[src/rtl/fc_ctrl_pkg.sv]
// rtl/fc_ctrl_pkg.sv - shared types and helpers for the fully-connected layer controller
package fc_ctrl_pkg;

    typedef enum logic [2:0] {
        ACCUM,
        BIAS,
        WAIT,
        DONE,
        CLEAR
    } fc_ctrl_state_t;

    // Latency counter must hold ALU_LATENCY itself; never collapse to zero width.
    function automatic int lat_bits(input int alu_latency);
        return (alu_latency < 1) ? 1 : $clog2(alu_latency + 1);
    endfunction

endpackage

[src/rtl/fc_layer_ctrl_if.sv]
// rtl/fc_layer_ctrl_if.sv - upstream, neuron-control and downstream signals of the layer controller
interface fc_layer_ctrl_if #(
    parameter int WORD_SIZE        = 16,
    parameter int RAM_ADDRESS_BITS = 3
);

    logic                        valid_i;
    logic [WORD_SIZE-1:0]        data_i;
    logic                        ready_o;
    logic [RAM_ADDRESS_BITS-1:0] w_addr_o;
    logic [WORD_SIZE-1:0]        data_o;
    logic                        sum_en_o;
    logic                        add_bias_o;
    logic                        acc_clr_o;
    logic                        valid_o;
    logic                        ready_i;

    modport master (
        input  valid_i,
        input  data_i,
        input  ready_i,
        output ready_o,
        output w_addr_o,
        output data_o,
        output sum_en_o,
        output add_bias_o,
        output acc_clr_o,
        output valid_o
    );

    modport slave (
        output valid_i,
        output data_i,
        output ready_i,
        input  ready_o,
        input  w_addr_o,
        input  data_o,
        input  sum_en_o,
        input  add_bias_o,
        input  acc_clr_o,
        input  valid_o
    );

endinterface

[src/rtl/fc_layer_ctrl.sv]
// rtl/fc_layer_ctrl.sv - sequencer for one fully-connected layer of fc_neuron instances
module fc_layer_ctrl
    import fc_ctrl_pkg::*;
#(
    parameter int WORD_SIZE             = 16,
    parameter int PREVIOUS_LAYER_HEIGHT = 4,
    parameter int RAM_ADDRESS_BITS      = $clog2(PREVIOUS_LAYER_HEIGHT + 1),
    parameter int ALU_LATENCY           = 1
) (
    input  logic           clk_i,
    input  logic           reset_i,
    fc_layer_ctrl_if.master bus
);

    localparam int LAT_BITS = lat_bits(ALU_LATENCY);
    localparam logic [RAM_ADDRESS_BITS-1:0] LAST_IDX  = RAM_ADDRESS_BITS'(PREVIOUS_LAYER_HEIGHT - 1);
    localparam logic [RAM_ADDRESS_BITS-1:0] BIAS_ADDR = RAM_ADDRESS_BITS'(PREVIOUS_LAYER_HEIGHT);
    localparam logic [LAT_BITS-1:0]         LAT_END   = LAT_BITS'(ALU_LATENCY);

    fc_ctrl_state_t              state, state_nx;
    logic [RAM_ADDRESS_BITS-1:0] cnt, cnt_nx;
    logic [RAM_ADDRESS_BITS-1:0] w_addr, w_addr_nx;
    logic [LAT_BITS-1:0]         lat, lat_nx;
    logic [WORD_SIZE-1:0]        data, data_nx;
    logic                        sum_en, sum_en_nx;
    logic                        add_bias, add_bias_nx;
    logic                        acc_clr, acc_clr_nx;
    logic                        valid, valid_nx;
    logic                        ready;
    logic                        accept;

    assign ready  = (state == ACCUM) && !reset_i;
    assign accept = ready && bus.valid_i;

    // acc_clr resets high so the neurons drop any partial sum on the first post-reset cycle.
    always_ff @(posedge clk_i) begin
        if (reset_i) begin
            state    <= ACCUM;
            cnt      <= '0;
            lat      <= '0;
            w_addr   <= '0;
            data     <= '0;
            sum_en   <= 1'b0;
            add_bias <= 1'b0;
            acc_clr  <= 1'b1;
            valid    <= 1'b0;
        end else begin
            state    <= state_nx;
            cnt      <= cnt_nx;
            lat      <= lat_nx;
            w_addr   <= w_addr_nx;
            data     <= data_nx;
            sum_en   <= sum_en_nx;
            add_bias <= add_bias_nx;
            acc_clr  <= acc_clr_nx;
            valid    <= valid_nx;
        end
    end

    // Registered outputs are computed one cycle ahead, so w_addr leads data/strobes by one cycle
    // and lines up with the neurons' one-cycle ROM read.
    always_comb begin
        state_nx    = state;
        cnt_nx      = cnt;
        lat_nx      = lat;
        w_addr_nx   = w_addr;
        data_nx     = data;
        sum_en_nx   = 1'b0;
        add_bias_nx = 1'b0;
        acc_clr_nx  = 1'b0;
        valid_nx    = valid;
        case (state)
            ACCUM: begin
                if (accept) begin
                    data_nx   = bus.data_i;
                    sum_en_nx = 1'b1;
                    cnt_nx    = cnt + 1'b1;
                    if (cnt == LAST_IDX) begin
                        state_nx  = BIAS;
                        w_addr_nx = BIAS_ADDR;
                    end else begin
                        w_addr_nx = cnt + 1'b1;
                    end
                end
            end
            BIAS: begin
                add_bias_nx = 1'b1;
                data_nx     = '0;
                lat_nx      = '0;
                state_nx    = WAIT;
            end
            WAIT: begin
                if (lat == LAT_END) begin
                    state_nx = DONE;
                    valid_nx = 1'b1;
                end else begin
                    lat_nx = lat + 1'b1;
                end
            end
            DONE: begin
                if (bus.ready_i) begin
                    state_nx   = CLEAR;
                    valid_nx   = 1'b0;
                    acc_clr_nx = 1'b1;
                end
            end
            CLEAR: begin
                cnt_nx    = '0;
                w_addr_nx = '0;
                state_nx  = ACCUM;
            end
            default: begin
                state_nx = ACCUM;
            end
        endcase
    end

    assign bus.ready_o    = ready;
    assign bus.w_addr_o   = w_addr;
    assign bus.data_o     = data;
    assign bus.sum_en_o   = sum_en;
    assign bus.add_bias_o = add_bias;
    assign bus.acc_clr_o  = acc_clr;
    assign bus.valid_o    = valid;

endmodule

[src/flat_wrapper.sv]
// flat-port wrapper written by rule: the top's interface ports become plain ports
module fc_layer_ctrl_flat import fc_ctrl_pkg::*;
#(
    parameter int WORD_SIZE             = 16,
    parameter int PREVIOUS_LAYER_HEIGHT = 4,
    parameter int RAM_ADDRESS_BITS      = $clog2(PREVIOUS_LAYER_HEIGHT + 1),
    parameter int ALU_LATENCY           = 1
)
  (clk_i, reset_i, bus_valid_i, bus_data_i, bus_ready_i, bus_ready_o, bus_w_addr_o, bus_data_o, bus_sum_en_o, bus_add_bias_o, bus_acc_clr_o, bus_valid_o);
  fc_layer_ctrl_if #(.WORD_SIZE(WORD_SIZE), .RAM_ADDRESS_BITS(RAM_ADDRESS_BITS)) bus_i ();
  input  logic clk_i;
  input  logic reset_i;
  input wire logic [$bits(bus_i.valid_i)-1:0] bus_valid_i;
  input wire logic [$bits(bus_i.data_i)-1:0] bus_data_i;
  input wire logic [$bits(bus_i.ready_i)-1:0] bus_ready_i;
  output wire logic [$bits(bus_i.ready_o)-1:0] bus_ready_o;
  output wire logic [$bits(bus_i.w_addr_o)-1:0] bus_w_addr_o;
  output wire logic [$bits(bus_i.data_o)-1:0] bus_data_o;
  output wire logic [$bits(bus_i.sum_en_o)-1:0] bus_sum_en_o;
  output wire logic [$bits(bus_i.add_bias_o)-1:0] bus_add_bias_o;
  output wire logic [$bits(bus_i.acc_clr_o)-1:0] bus_acc_clr_o;
  output wire logic [$bits(bus_i.valid_o)-1:0] bus_valid_o;
  assign bus_i.valid_i = bus_valid_i;
  assign bus_i.data_i = bus_data_i;
  assign bus_i.ready_i = bus_ready_i;
  assign bus_ready_o = bus_i.ready_o;
  assign bus_w_addr_o = bus_i.w_addr_o;
  assign bus_data_o = bus_i.data_o;
  assign bus_sum_en_o = bus_i.sum_en_o;
  assign bus_add_bias_o = bus_i.add_bias_o;
  assign bus_acc_clr_o = bus_i.acc_clr_o;
  assign bus_valid_o = bus_i.valid_o;
  fc_layer_ctrl #(.WORD_SIZE(WORD_SIZE), .PREVIOUS_LAYER_HEIGHT(PREVIOUS_LAYER_HEIGHT), .RAM_ADDRESS_BITS(RAM_ADDRESS_BITS), .ALU_LATENCY(ALU_LATENCY)) u_core (.clk_i(clk_i), .reset_i(reset_i), .bus(bus_i));
endmodule
[config.mk]
export PLATFORM = sky130hd
export DESIGN_NAME = fc_layer_ctrl_flat
export DESIGN_NICKNAME = d
export VERILOG_FILES = /design/src/rtl/fc_ctrl_pkg.sv /design/src/rtl/fc_layer_ctrl_if.sv /design/src/rtl/fc_layer_ctrl.sv /design/src/flat_wrapper.sv
export SDC_FILE = /design/constraint.sdc
export NUM_CORES = 1
export LEC_CHECK = 0
export ABC_CLOCK_PERIOD_IN_PS = 1900
export BUFFER_PORTS_ARGS = -buffer_cell sky130_fd_sc_hd__clkbuf_2
export CELL_PAD_IN_SITES_DETAIL_PLACEMENT = 1
export CELL_PAD_IN_SITES_GLOBAL_PLACEMENT = 1
export CORE_MARGIN = 2
export CORE_UTILIZATION = 35
export DETAILED_ROUTE_END_ITERATION = 12
export GPL_ROUTABILITY_DRIVEN = 0
export GPL_TIMING_DRIVEN = 0
export PLACE_DENSITY = 0.85
export SLEW_MARGIN = 15
export SYNTH_ARGS = -nofsm -noshare
export SYNTH_HDL_FRONTEND = slang
export SYNTH_SLANG_ARGS = --single-unit
[constraint.sdc]
create_clock -name clk_i -period 1.9 [get_ports clk_i]
set_clock_uncertainty 0.1 [all_clocks]
set_input_delay 0 -clock clk_i [delete_from_list [all_inputs] [get_ports clk_i]]
set_output_delay 0 -clock clk_i [all_outputs]
set_load 0.01 [all_outputs]
* Word level (Yosys, flattened, before mapping)
Cells that the tools add are included.
Word-level totals: logic and storage cells 55, input port bits 20, output and inout port bits 24, flip-flop bits (word level) 30
Cells by class: equal/unequal tests 9, $add $sub $neg 2, mux-type cells 21, reductions and logical operators 13, bitwise gates (word level) 1
Operator list (number):
- $pmux 16 s2 | 1
- $mux 3 | 7
- $mux 16 | 1
- $pmux 3 s2 | 2
- $pmux 3 s4 | 1
- $eq 3x2->1 const B | 3
- $reduce_bool 2->1 | 4
- $mux 1 | 7
- $ne 2x1->1 const B | 2
- $ne 2x2->1 const B | 2
- $pmux 1 s2 | 2
- $reduce_and 2->1 | 2
- $reduce_and 4->1 | 1
- $add 3x1->3 const B | 1
- $eq 3x1->1 const B | 1
- $eq 3x3->1 const B | 1
- $logic_not 3->1 | 1
- $reduce_and 3->1 | 1
- $logic_and 1x1->1 | 2
- $reduce_or 2->1 | 1
- $add 1x1->1 const B | 1
- $logic_not 1->1 | 1
- $not 1->1 | 1

* Longest topological paths before layout
Gate-level depths: netlist of the first run.
depth after elaboration 5, gate-level depth with buffers 6, depth with buffers taken out 4

* Worst setup path before layout of the first run
OpenSTA, ideal clock, no wires.
kind flip-flop to flip-flop, start point register u_core.state[2], end point register u_core.cnt[0], library setup time 59 ps, path slack 351 ps, arrival 1390 ps, required time 1741 ps, buffers on the path 2, cell stages (with the launch flop) 7, clock period less this slack 1549 ps, cells stage by stage dfxtp_1 buf_6 nor4_4 nand2_4 inv_2 buf_6 mux2_2
Between the ends: word-level cells in the longest chain between the ends 5, elaborated cells on any way between the ends 8, classes of those cells eq/ne (2); mux (1); reduce/logical (5)
Ends and longest elaborated chain:
- start: declaration | line fc_layer_ctrl.sv:20 | fc_ctrl_state_t state, state_nx;
- start signal: assignment | line fc_layer_ctrl.sv:48 | state <= state_nx;
- $logic_not 3->1 | line fc_layer_ctrl.sv:32 | assign ready = (state == ACCUM) && !reset_i;
- $logic_and 1x1->1 | line fc_layer_ctrl.sv:32
- via bus_ready_o | line flat_wrapper.sv:16 | output wire logic [$bits(bus_i.ready_o)-1:0] bus_ready_o;
- $logic_and 1x1->1 | line fc_layer_ctrl.sv:33 | assign accept = ready && bus.valid_i;
- $ne 2x1->1 (no source line)
- $reduce_and 2->1 (no source line)
- end signal: assignment | line fc_layer_ctrl.sv:49 | cnt <= cnt_nx;
- end: declaration | line fc_layer_ctrl.sv:21 | logic [RAM_ADDRESS_BITS-1:0] cnt, cnt_nx;
The timed path passes the listed nets, and every way through them passes these cells. A chain may end at the register's enable or synchronous reset.

* Worst setup path in the final report of the first run
start point register u_core.state[1], end point output port bus_ready_o
Between the ends: word-level cells in the longest chain between the ends 2
Ends and longest elaborated chain (line):
- $logic_not 3->1 | fc_layer_ctrl.sv:32
- $logic_and 1x1->1 | fc_layer_ctrl.sv:32
- end: declaration | flat_wrapper.sv:16
No other way between the ends.

==> results of run 1 <==
## registers in the layout, indices dropped and copies added (netlist names)
register and flops:
u_core.bus.acc_clr_o 1, u_core.bus.add_bias_o 1, u_core.bus.data_o 16, u_core.bus.sum_en_o 1, u_core.bus.valid_o 1, u_core.bus.w_addr_o 3
u_core.cnt 3, u_core.lat 1, u_core.state 3
## cells by family after synthesis
logic type / synth area share (%)
fa+ha+maj: 2.18
compound gates: 19.8
flops: 52.2
simple gates: 18.1
buf+inv: 6.75
mux: 0.979
## worst paths after layout
kind,to,slack (ns),depth (start not counted)
min,u_core.bus.valid_o$_SDFFE_PP0P_,0.11,3
max,bus_ready_o,0.13,3
max reg2reg,u_core.bus.data_o[10]$_SDFFE_PP0P_,0.13,6
min reg2reg,u_core.bus.w_addr_o[2]$_SDFFE_PP0P_,0.38,1
## layout make-up
class | count | area (µm²)
plain buffers | 9 | 58.8
clock buffers | 8 | 78.8
fillers | 381 | 1410
inverters | 5 | 18.8
multi-input cells | 64 | 472
flip-flops and latches | 30 | 601
well taps | 44 | 55.1
repair buffers | 59 | 385
## stage by stage
step / std cells / hold slack (ns) / util (%)
CTS: 219 / 0.116 / 54.2
global placement: 193 / 0.120 / 45.8
finish: 219 / 0.110 / 54.2
detailed placement: 193 / 0.128 / 45.8
floorplan: 108 / 0.0304 / -
global route: 219 / 0.138 / 54.2
## power by group through the flow
stage,combinational [mW],sequential [mW],clock [mW]
2_1_floorplan,0.0730,0.710,0
3_3_place_gp,0.149,0.696,0
3_5_place_dp,0.156,0.698,0
4_1_cts,0.186,0.684,0.485
5_1_grt,0.205,0.688,0.516
6_report,0.184,0.684,0.471
## worst min-delay path, delay by kind of cell
| kind | cells | cell delay [ns] |
|---|---|---|
| buffers and inverters | 1 | 0.19 |
| AO/OA/AOI/OAI | 1 | 0.17 |
| AND/OR/NAND/NOR | 1 | 0.15 |
## routing by layer
metal	track usage [%]	vias up	share of wire, %
met4	10.2	0	2.1
met2	32.4	39	51
met1	19.7	511	40
li1	-	521	-
met3	4.83	7	6.5
met5	0	-	0
## what timing repair did
| item | in CTS | in global routing |
|---|---|---|
| hold buffers | 18 | 0 |
| endpoints found under the hold margin | 23 | 0 |
| setup buffers | 0 | 0 |
## cells in the mapped netlist, types with 2 or more instances
library cell  instances  area, µm²
nor2_1                4       15.0
or2_2                 2       12.5
clkbuf_1              4       15.0
a22o_2                9       90.1
a21oi_1               3       15.0
ha_1                  2       25.0
o2bb2ai_1             2       17.5
buf_6                 3       33.8
nand3_1               8       40.0
and3_1                2       12.5
inv_1                 4       15.0
a22o_1                2       17.5
dfxtp_1              30        601
buf_2                 2       10.0
o21ai_0               9       45.0
nand3b_1              7       52.6
==> impl_metrics.csv, run 1 <==
group,metric,value,unit
logic_synthesis,synth_seq_area_share,52.2,%
die,io_pins,44,
power,power_switching_share,24.2,%
timing,fin_ws,0.131,ns
global_routing,gr-usage-all-layers,18.3,%
logic_synthesis,syn_area,1150,µm²
logic_synthesis,netlist_instances,108,
worst_hold_path,min_path_type,"in -> reg",
routing,final_antenna_violating_net_count,0,
die,die_width,61.3,µm
routing,detailroute.via_count,1078,
power,p_comb_share,13.7,%
status,status,"completed",
logic_synthesis,yosys_register_bits,30,
final_layout,antenna_cells_inserted,0,
logic_synthesis,ys_async_sr_fraction,0,%
final_layout,nets,196,
run,drv.max_cap_violation_count,0,
timing,max_clock_freq,565,MHz
placement,port-buffer-count,41,
power,report.power.total,1.34,mW
clocking,cts.sink_count,30,
critical_path,slowest_stage_delay_on_critical_path,0.60,ns
critical_path,timing.critical_path.buf_inv,2,
timing,fin_crit_sh,93.1,%
routing,wirelength,2970,µm
clocking,htreeDepth,2,
global_routing,antenna_found_initial,0,
placement,place_hpwl,2090,µm
logic_synthesis,yosys_warnings,0,
timing,tightest_slew,0.645,ns
critical_path,regToRegStartpoint,"u_core.state[1]$_SDFFE_PP0P_",
die,die_area,3760,µm²
timing,setup-tns-final,0,ns
routing,viasPerCell,4.92,
critical_path,critical_path.startpoint,"u_core.state[1]$_SDFFE_PP0P_",
power,pwr-share-seq,51.1,%
logic_synthesis,synth_enable_flop_cells,0,
power,max_vdd_drop,0.000384,V
logic_synthesis,syn_area_per_cell,10.6,µm²
die,effective_utilization_at_floorplan,37.4,%
critical_path,critical-path-top-delay-family,"simple AND/OR/NAND/NOR gates",
critical_path,crit_type,"reg -> out",
timing,finalSetupViolations,0,
logic_synthesis,top_ff_cell_synth,"dfxtp_1",
critical_path,timing.critical_path.slowest_stage_cell,"nor4_4",
global_routing,first_global_vias,1101,
clocking,cts.clk_slew.worst_paths,0.09,ns
clocking,cts_buffers,5,
logic_synthesis,ys_types,31,
final_layout,fraction_of_layout_cells_with_a_size_suffix_above_1,41.1,%
timing,slew_headroom,56.7,%
die,num_rows,20,
clocking,cts.path.max_buffers,2,
clocking,tritoncts_clock_tree,"done",
global_routing,grt_max_degree,11,
clocking,clock_latency,0.34,ns
critical_path,timing.critical_path.from_type,"flip-flop",
timing,period_needed,1.77,ns
final_layout,mostFrequentLayoutCell,"clkbuf_2",
final_layout,mostFrequentLayoutCells,"41 x clkbuf_2, 30 x dfxtp_1, 18 x dlygate4sd3_1",
worst_hold_path,min_from,"reset_i",
critical_path,critPathMaxFanout,9,
power,total_switching_power,0.324,mW
routing,wl_per_cell,13.6,µm
critical_path,cp-end-kind,"primary output",
final_layout,final_design_area_no_fill,1670,µm²
timing,grt_setup_unrepaired,"false",
power,clock_power_share,35.2,%
clocking,cts_repair_resize_count,0,
power,power_density,802,nW/µm²
logic_synthesis,synth_fp_nets,130,
die,coreArea,3080,µm²
routing,firstDrtPassIters,4,
power,leakagePower,0.757,nW
critical_path,worstPathCellList,"clkbuf_1, nor4_4, clkbuf_2",
final_layout,area_growth_syn_to_layout,45.2,%
timing,timing_hold_violations_final,0,
global_routing,grt_remaining_overflow,0,
global_routing,grt_first_pass_wirelength,4930,µm
critical_path,cp.required,1.80,ns
power,internal-power,1.02,mW
routing,route.detailed.drc,0,
timing,final-max-slew-violation-count,0,
critical_path,critical_path_arrival,1.67,ns
placement,placed_area,1410,µm²
placement,dpl_worst_slack,0.163,ns
clocking,cts_root_buffer,"clkbuf_4",
die,die_y,61.3,µm
routing,detailedRoute.firstIterationViolations,11,
No activity file was read; power rests on OpenSTA's default activity.
==> run 2, diff against run 1 <==
--- a/config.mk
+++ b/config.mk
@@ -15,6 +15,7 @@
 export GPL_ROUTABILITY_DRIVEN = 0
 export GPL_TIMING_DRIVEN = 0
 export PLACE_DENSITY = 0.85
+export REMOVE_ABC_BUFFERS = 1
 export SLEW_MARGIN = 15
 export SYNTH_ARGS = -nofsm -noshare
 export SYNTH_HDL_FRONTEND = slang
==> impl_metrics.csv, run 2 (synthesized netlist as in run 1, its figures left out) <==
group,metric,value,unit
timing,timing_hold_violations_final,0,
die,effective_utilization_at_floorplan,37.4,%
routing,route.detailed.drc,0,
critical_path,regToRegStartpoint,"u_core.state[2]$_SDFFE_PP0P_",
global_routing,grt_use_met1,20.9,%
die,die_width,61.3,µm
worst_hold_path,min_from,"bus_data_i[13]",
timing,slew_headroom,68.1,%
final_layout,antenna_cells_inserted,0,
power,max_vdd_drop,0.000409,V
critical_path,cp.required,1.99,ns
routing,wl_per_cell,15.3,µm
critical_path,cp-end-kind,"flip-flop",
routing,viasPerCell,4.91,
die,die_area,3760,µm²
die,io_pins,44,
global_routing,gr-usage-all-layers,19.3,%
clocking,cts_root_buffer,"clkbuf_4",
routing,final_antenna_violating_net_count,0,
critical_path,crit_type,"in -> reg",
critical_path,regToRegSetupSlack,0.14,ns
critical_path,timing.critical_path.from_type,"input port",
timing,max_clock_freq,558,MHz
placement,port-buffer-count,43,
routing,detailroute.via_count,1066,
global_routing,globalRoute.busiestLayer,"met2",
critical_path,timing.critical_path.slowest_stage_cell,"dlygate4sd3_1",
final_layout,mostFrequentLayoutCells,"43 x clkbuf_2, 30 x dfxtp_1, 20 x dlygate4sd3_1",
placement,placed_area,1360,µm²
clocking,cts.path.max_buffers,2,
clocking,tritoncts_clock_tree,"done",
die,die_y,61.3,µm
clocking,cts.clk_slew.worst_paths,0.09,ns
global_routing,first_global_vias,1128,
critical_path,worstPathCellList,"dlygate4sd3_1, clkbuf_2, nor4_4, buf_4, nand2_4, inv_2, o21ai_0",
global_routing,grt_first_pass_wirelength,5220,µm
timing,fin_crit_sh,94.3,%
timing,final-max-slew-violation-count,0,
clocking,htreeDepth,2,
critical_path,slowest_stage_delay_on_critical_path,0.53,ns
global_routing,met3_usage_in_global_routing,7.35,%
global_routing,antenna_found_initial,0,
clocking,clock_latency,0.32,ns
critical_path,critPathMaxFanout,21,
power,leakagePower,0.748,nW
critical_path,worst-r2r-cell-count,4,
run,drv.max_cap_violation_count,0,
final_layout,fraction_of_layout_cells_with_a_size_suffix_above_1,41.0,%
timing,setup-tns-final,0,ns
routing,wirelength,3330,µm
critical_path,regToRegEndpoint,"u_core.state[2]$_SDFFE_PP0P_",
global_routing,grt_max_degree,22,
worst_hold_path,worstHoldPathCells,3,
global_routing,grtUsageMet2,33.6,%
timing,finalSetupViolations,0,
final_layout,nets,194,
power,power_density,768,nW/µm²
final_layout,post-route-util,53.4,%
die,num_rows,20,
final_layout,mostFrequentLayoutCell,"clkbuf_2",
worst_hold_path,holdPathEnd,"u_core.bus.data_o[13]$_SDFFE_PP0P_",
placement,post-place-cells,186,
routing,firstDrtPassIters,4,
final_layout,cell_count_final_fillers_out,217,
final_layout,final_design_area_no_fill,1640,µm²
clocking,cts_buffers,5,
final_layout,area_growth_syn_to_layout,43.0,%
timing,tightest_slew,0.479,ns
die,coreArea,3080,µm²
final_layout,largest_register_ffs,16,
placement,place_hpwl,1900,µm
routing,detailedRoute.firstIterationViolations,37,
status,status,"completed",
timing,grt_setup_unrepaired,"false",
critical_path,critical_path_arrival,1.89,ns
worst_hold_path,min_path_type,"in -> reg",
global_routing,grt_remaining_overflow,0,
timing,period_needed,1.79,ns
clocking,cts.sink_count,30,
-- run 2: changes by cell type in the layout (fill, tap and decap cells not counted), sizes merged --
cell and delta:
clkinv +1, buf -2, clkbuf -3, dlygate4sd3 +2
-- run 2: how the worst max path moves through the flow --
stage	start	endpoint	slack, ns	cells past startpoint
after floorplan	u_core.state[0]$_SDFFE_PP0P_	u_core.bus.w_addr_o[1]$_SDFFE_PP0P_	0.34	4
after global placement	u_core.state[0]$_SDFFE_PP0P_	u_core.bus.data_o[8]$_SDFFE_PP0P_	0.17	4
after detailed placement	u_core.state[0]$_SDFFE_PP0P_	u_core.bus.data_o[10]$_SDFFE_PP0P_	0.11	4
after CTS	u_core.state[0]$_SDFFE_PP0P_	u_core.bus.data_o[2]$_SDFFE_PP0P_	0.09	4
after global routing	reset_i	u_core.bus.data_o[7]$_SDFFE_PP0P_	0.001	7
final	reset_i	u_core.bus.data_o[2]$_SDFFE_PP0P_	0.11	7
-- run 2: report_power, final --
group | internal [mW] | switching [mW]
Combinational | 0.100 | 0.0884
Sequential | 0.664 | 0.0211
Clock | 0.179 | 0.210
Total | 0.944 | 0.320
-- run 2: worst max-delay path, delay by kind of cell --
family	cells	cell delay, ns
AO/OA/AOI/OAI	1	0.17
AND/OR/NAND/NOR	2	0.43
buffers and inverters	4	1.28
-- run 2: area by class of cell --
cell class | instances | area [µm²]
multi-input combinational | 64 | 472
sequential | 30 | 601
inverter | 5 | 18.8
fill | 364 | 1430
clock inverter | 1 | 5.00
tap | 44 | 55.1
timing repair buffer | 66 | 438
clock buffer | 7 | 55.1
-- run 2: routing by layer --
metal,share of wire [%],routed length [µm]
met1,38,1270
met2,55,1840
met3,4.7,156
met4,1.9,62
met5,0,0
-- run 2: stage by stage --
| step | hold slack [ns] | setup slack, ns | power [mW] |
|---|---|---|---|
| floorplan | -0.0577 | 0.340 | 0.770 |
| global placement | 0.118 | 0.168 | 0.837 |
| detailed placement | 0.126 | 0.106 | 0.845 |
| CTS | 0.312 | 0.0869 | 1.26 |
| global route | 0.322 | 0.00132 | 1.33 |
| finish | 0.325 | 0.108 | 1.26 |
-- run 2: timing repair --
action / CTS / global route
endpoints found under the setup margin: 0 / 17
hold buffers: 20 / 0
resized for setup: 0 / 0
buffers inserted: 0 / 3
hold endpoints to repair: 24 / 0
==> run 3, diff against run 2 <==
--- a/config.mk
+++ b/config.mk
@@ -5,16 +5,16 @@
 export SDC_FILE = /design/constraint.sdc
 export NUM_CORES = 1
 export LEC_CHECK = 0
-export ABC_CLOCK_PERIOD_IN_PS = 1900
+export ABC_CLOCK_PERIOD_IN_PS = 1600
 export BUFFER_PORTS_ARGS = -buffer_cell sky130_fd_sc_hd__clkbuf_2
 export CELL_PAD_IN_SITES_DETAIL_PLACEMENT = 1
 export CELL_PAD_IN_SITES_GLOBAL_PLACEMENT = 1
 export CORE_MARGIN = 2
-export CORE_UTILIZATION = 35
+export CORE_UTILIZATION = 32
 export DETAILED_ROUTE_END_ITERATION = 12
 export GPL_ROUTABILITY_DRIVEN = 0
 export GPL_TIMING_DRIVEN = 0
-export PLACE_DENSITY = 0.85
+export PLACE_DENSITY = 0.82
 export REMOVE_ABC_BUFFERS = 1
 export SLEW_MARGIN = 15
 export SYNTH_ARGS = -nofsm -noshare
==> constraint.sdc (replaced) <==
create_clock -name clk_i -period 1.6 [get_ports clk_i]
set_clock_uncertainty 0.1 [all_clocks]
set_input_delay 0.08 -clock clk_i [delete_from_list [all_inputs] [get_ports clk_i]]
set_output_delay 0.08 -clock clk_i [all_outputs]
set_load 0.01 [all_outputs]
==> impl_metrics.csv, run 3 (synthesized netlist as in run 1, its figures left out) <==
group,metric,value,unit
timing,timing_hold_violations_final,0,
die,die_width,63.9,µm
critical_path,cp.required,1.42,ns
timing,finalSetupViolations,0,
timing,fin_crit_sh,94.5,%
final_layout,largest_register_ffs,16,
clocking,htreeDepth,2,
global_routing,grt_first_pass_wirelength,5190,µm
run,drv.max_cap_violation_count,0,
routing,wirelength,3030,µm
global_routing,antenna_found_initial,0,
critical_path,regToRegEndpoint,"u_core.bus.data_o[2]$_SDFFE_PP0P_",
routing,final_antenna_violating_net_count,0,
critical_path,critical-path-top-delay-family,"flip-flops",
routing,wl_per_cell,14.1,µm
clocking,clock_latency,0.33,ns
worst_hold_path,min_path_type,"in -> reg",
die,die_area,4090,µm²
placement,placed_area,1360,µm²
power,power_density,927,nW/µm²
die,effective_utilization_at_floorplan,33.9,%
clocking,cts.sink_count,30,
timing,grt_setup_unrepaired,"false",
critical_path,regToRegStartpoint,"u_core.state[0]$_SDFFE_PP0P_",
global_routing,grt_max_degree,22,
critical_path,critical_path_cell_count,3,
timing,slew_headroom,70.5,%
timing,tightest_slew,0.442,ns
final_layout,area_growth_syn_to_layout,41.1,%
routing,detailedRoute.firstIterationViolations,14,
critical_path,timing.critical_path.slowest_stage_cell,"dfxtp_1",
final_layout,mostFrequentLayoutCell,"clkbuf_2",
clocking,cts_buffers,5,
global_routing,gr-usage-all-layers,16.6,%
die,die_y,63.9,µm
timing,final-max-slew-violation-count,0,
critical_path,critical_path_arrival,1.33,ns
final_layout,mostFrequentLayoutCells,"43 x clkbuf_2, 29 x dfxtp_1, 17 x dlygate4sd3_1",
timing,period_needed,1.51,ns
routing,maxUsedRoutingLayer,"met4",
clocking,tritoncts_clock_tree,"done",
clocking,cts.clk_slew.worst_paths,0.10,ns
power,max_vdd_drop,0.000584,V
critical_path,timing.critical_path.buf_inv,2,
critical_path,worstPathCellList,"nor4_4, buf_4, clkbuf_2",
final_layout,antenna_cells_inserted,0,
critical_path,timing.critical_path.from_type,"flip-flop",
placement,place_hpwl,1960,µm
status,status,"completed",
routing,detailroute.via_count,1039,
final_layout,final_design_area_no_fill,1620,µm²
routing,wirelength_met1,1270,µm
placement,port-buffer-count,43,
timing,max_clock_freq,661,MHz
die,num_rows,21,
timing,setup-tns-final,0,ns
critical_path,worst-r2r-cell-count,3,
die,coreArea,3390,µm²
critical_path,slowest_stage_delay_on_critical_path,0.41,ns
routing,viasPerCell,4.83,
die,io_pins,44,
routing,firstDrtPassIters,4,
critical_path,regToRegSetupSlack,0.10,ns
critical_path,crit_type,"reg -> out",
critical_path,critPathMaxFanout,8,
routing,met3RoutedLength,208,µm
clocking,cts.path.max_buffers,2,
critical_path,cp-end-kind,"primary output",
final_layout,nets,190,
routing,wl_met2,1500,µm
final_layout,fraction_of_layout_cells_with_a_size_suffix_above_1,43.2,%
routing,route.detailed.drc,0,
clocking,cts_root_buffer,"clkbuf_4",
critical_path,crit_end,"bus_ready_o",
power,leakagePower,0.727,nW
global_routing,grt_remaining_overflow,0,
global_routing,first_global_vias,1108,
critical_path,critical_path.startpoint,"u_core.state[2]$_SDFFE_PP0P_",
run 3: metal layers:
layer | global-route usage (%) | up-vias
met5 | 0 | -
met4 | 6.52 | 0
met3 | 5.63 | 5
met2 | 28.1 | 37
met1 | 19.0 | 487
li1 | - | 510
run 3: worst min-delay path by stage:
stage,start,endpoint,slack (ns),depth (start not counted)
2_1_floorplan,reset_i,u_core.lat$_SDFFE_PP0P_,0.05,1
3_3_place_gp,bus_data_i[13],u_core.bus.data_o[13]$_SDFFE_PP0P_,0.20,2
3_5_place_dp,bus_data_i[4],u_core.bus.data_o[4]$_SDFFE_PP0P_,0.21,2
4_1_cts,bus_valid_i,u_core.bus.data_o[14]$_SDFFE_PP0P_,0.04,3
5_1_grt,bus_valid_i,u_core.bus.data_o[14]$_SDFFE_PP0P_,0.04,3
6_report,bus_valid_i,u_core.bus.data_o[14]$_SDFFE_PP0P_,0.03,3
run 3: report_power, final:
part,switching [mW],internal (mW)
Clock,0.263,0.211
Combinational,0.0997,0.115
Sequential,0.0260,0.789
run 3: through the flow:
stage	instances	power, mW	util, %	setup WS, ns	hold WS [ns]
2_1_floorplan	99	0.914	-	0.0404	0.0491
3_3_place_gp	188	0.995	40.2	-0.115	0.197
3_5_place_dp	188	1.00	40.2	-0.211	0.207
4_1_cts	215	1.52	47.7	0.00799	0.0358
5_1_grt	215	1.58	47.9	0.00930	0.0374
6_report	215	1.50	47.9	0.0872	0.0327
run 3: final cells by class:
cell class	count	area (µm²)
Tap cell	46	57.6
Multi-Input combinational cell	64	475
Inverter	5	23.8
Clock inverter	2	12.5
Sequential cell	30	602
Timing Repair Buffer	62	400
Fill cell	394	1770
Clock buffer	6	51.3
run 3: tightest hold or removal path, stage by stage:
cell and delay (ns):
clkbuf_2 0.17, nand3_1 0.10, o21ai_0 0.07
run 3: what timing repair did:
action,4_1_cts,5_1_grt
resized for setup,1,3
endpoints found under the hold margin,19,0
buffers inserted,2,0
hold buffers,17,0
pin swaps,1,0
endpoints found under the setup margin,22,17
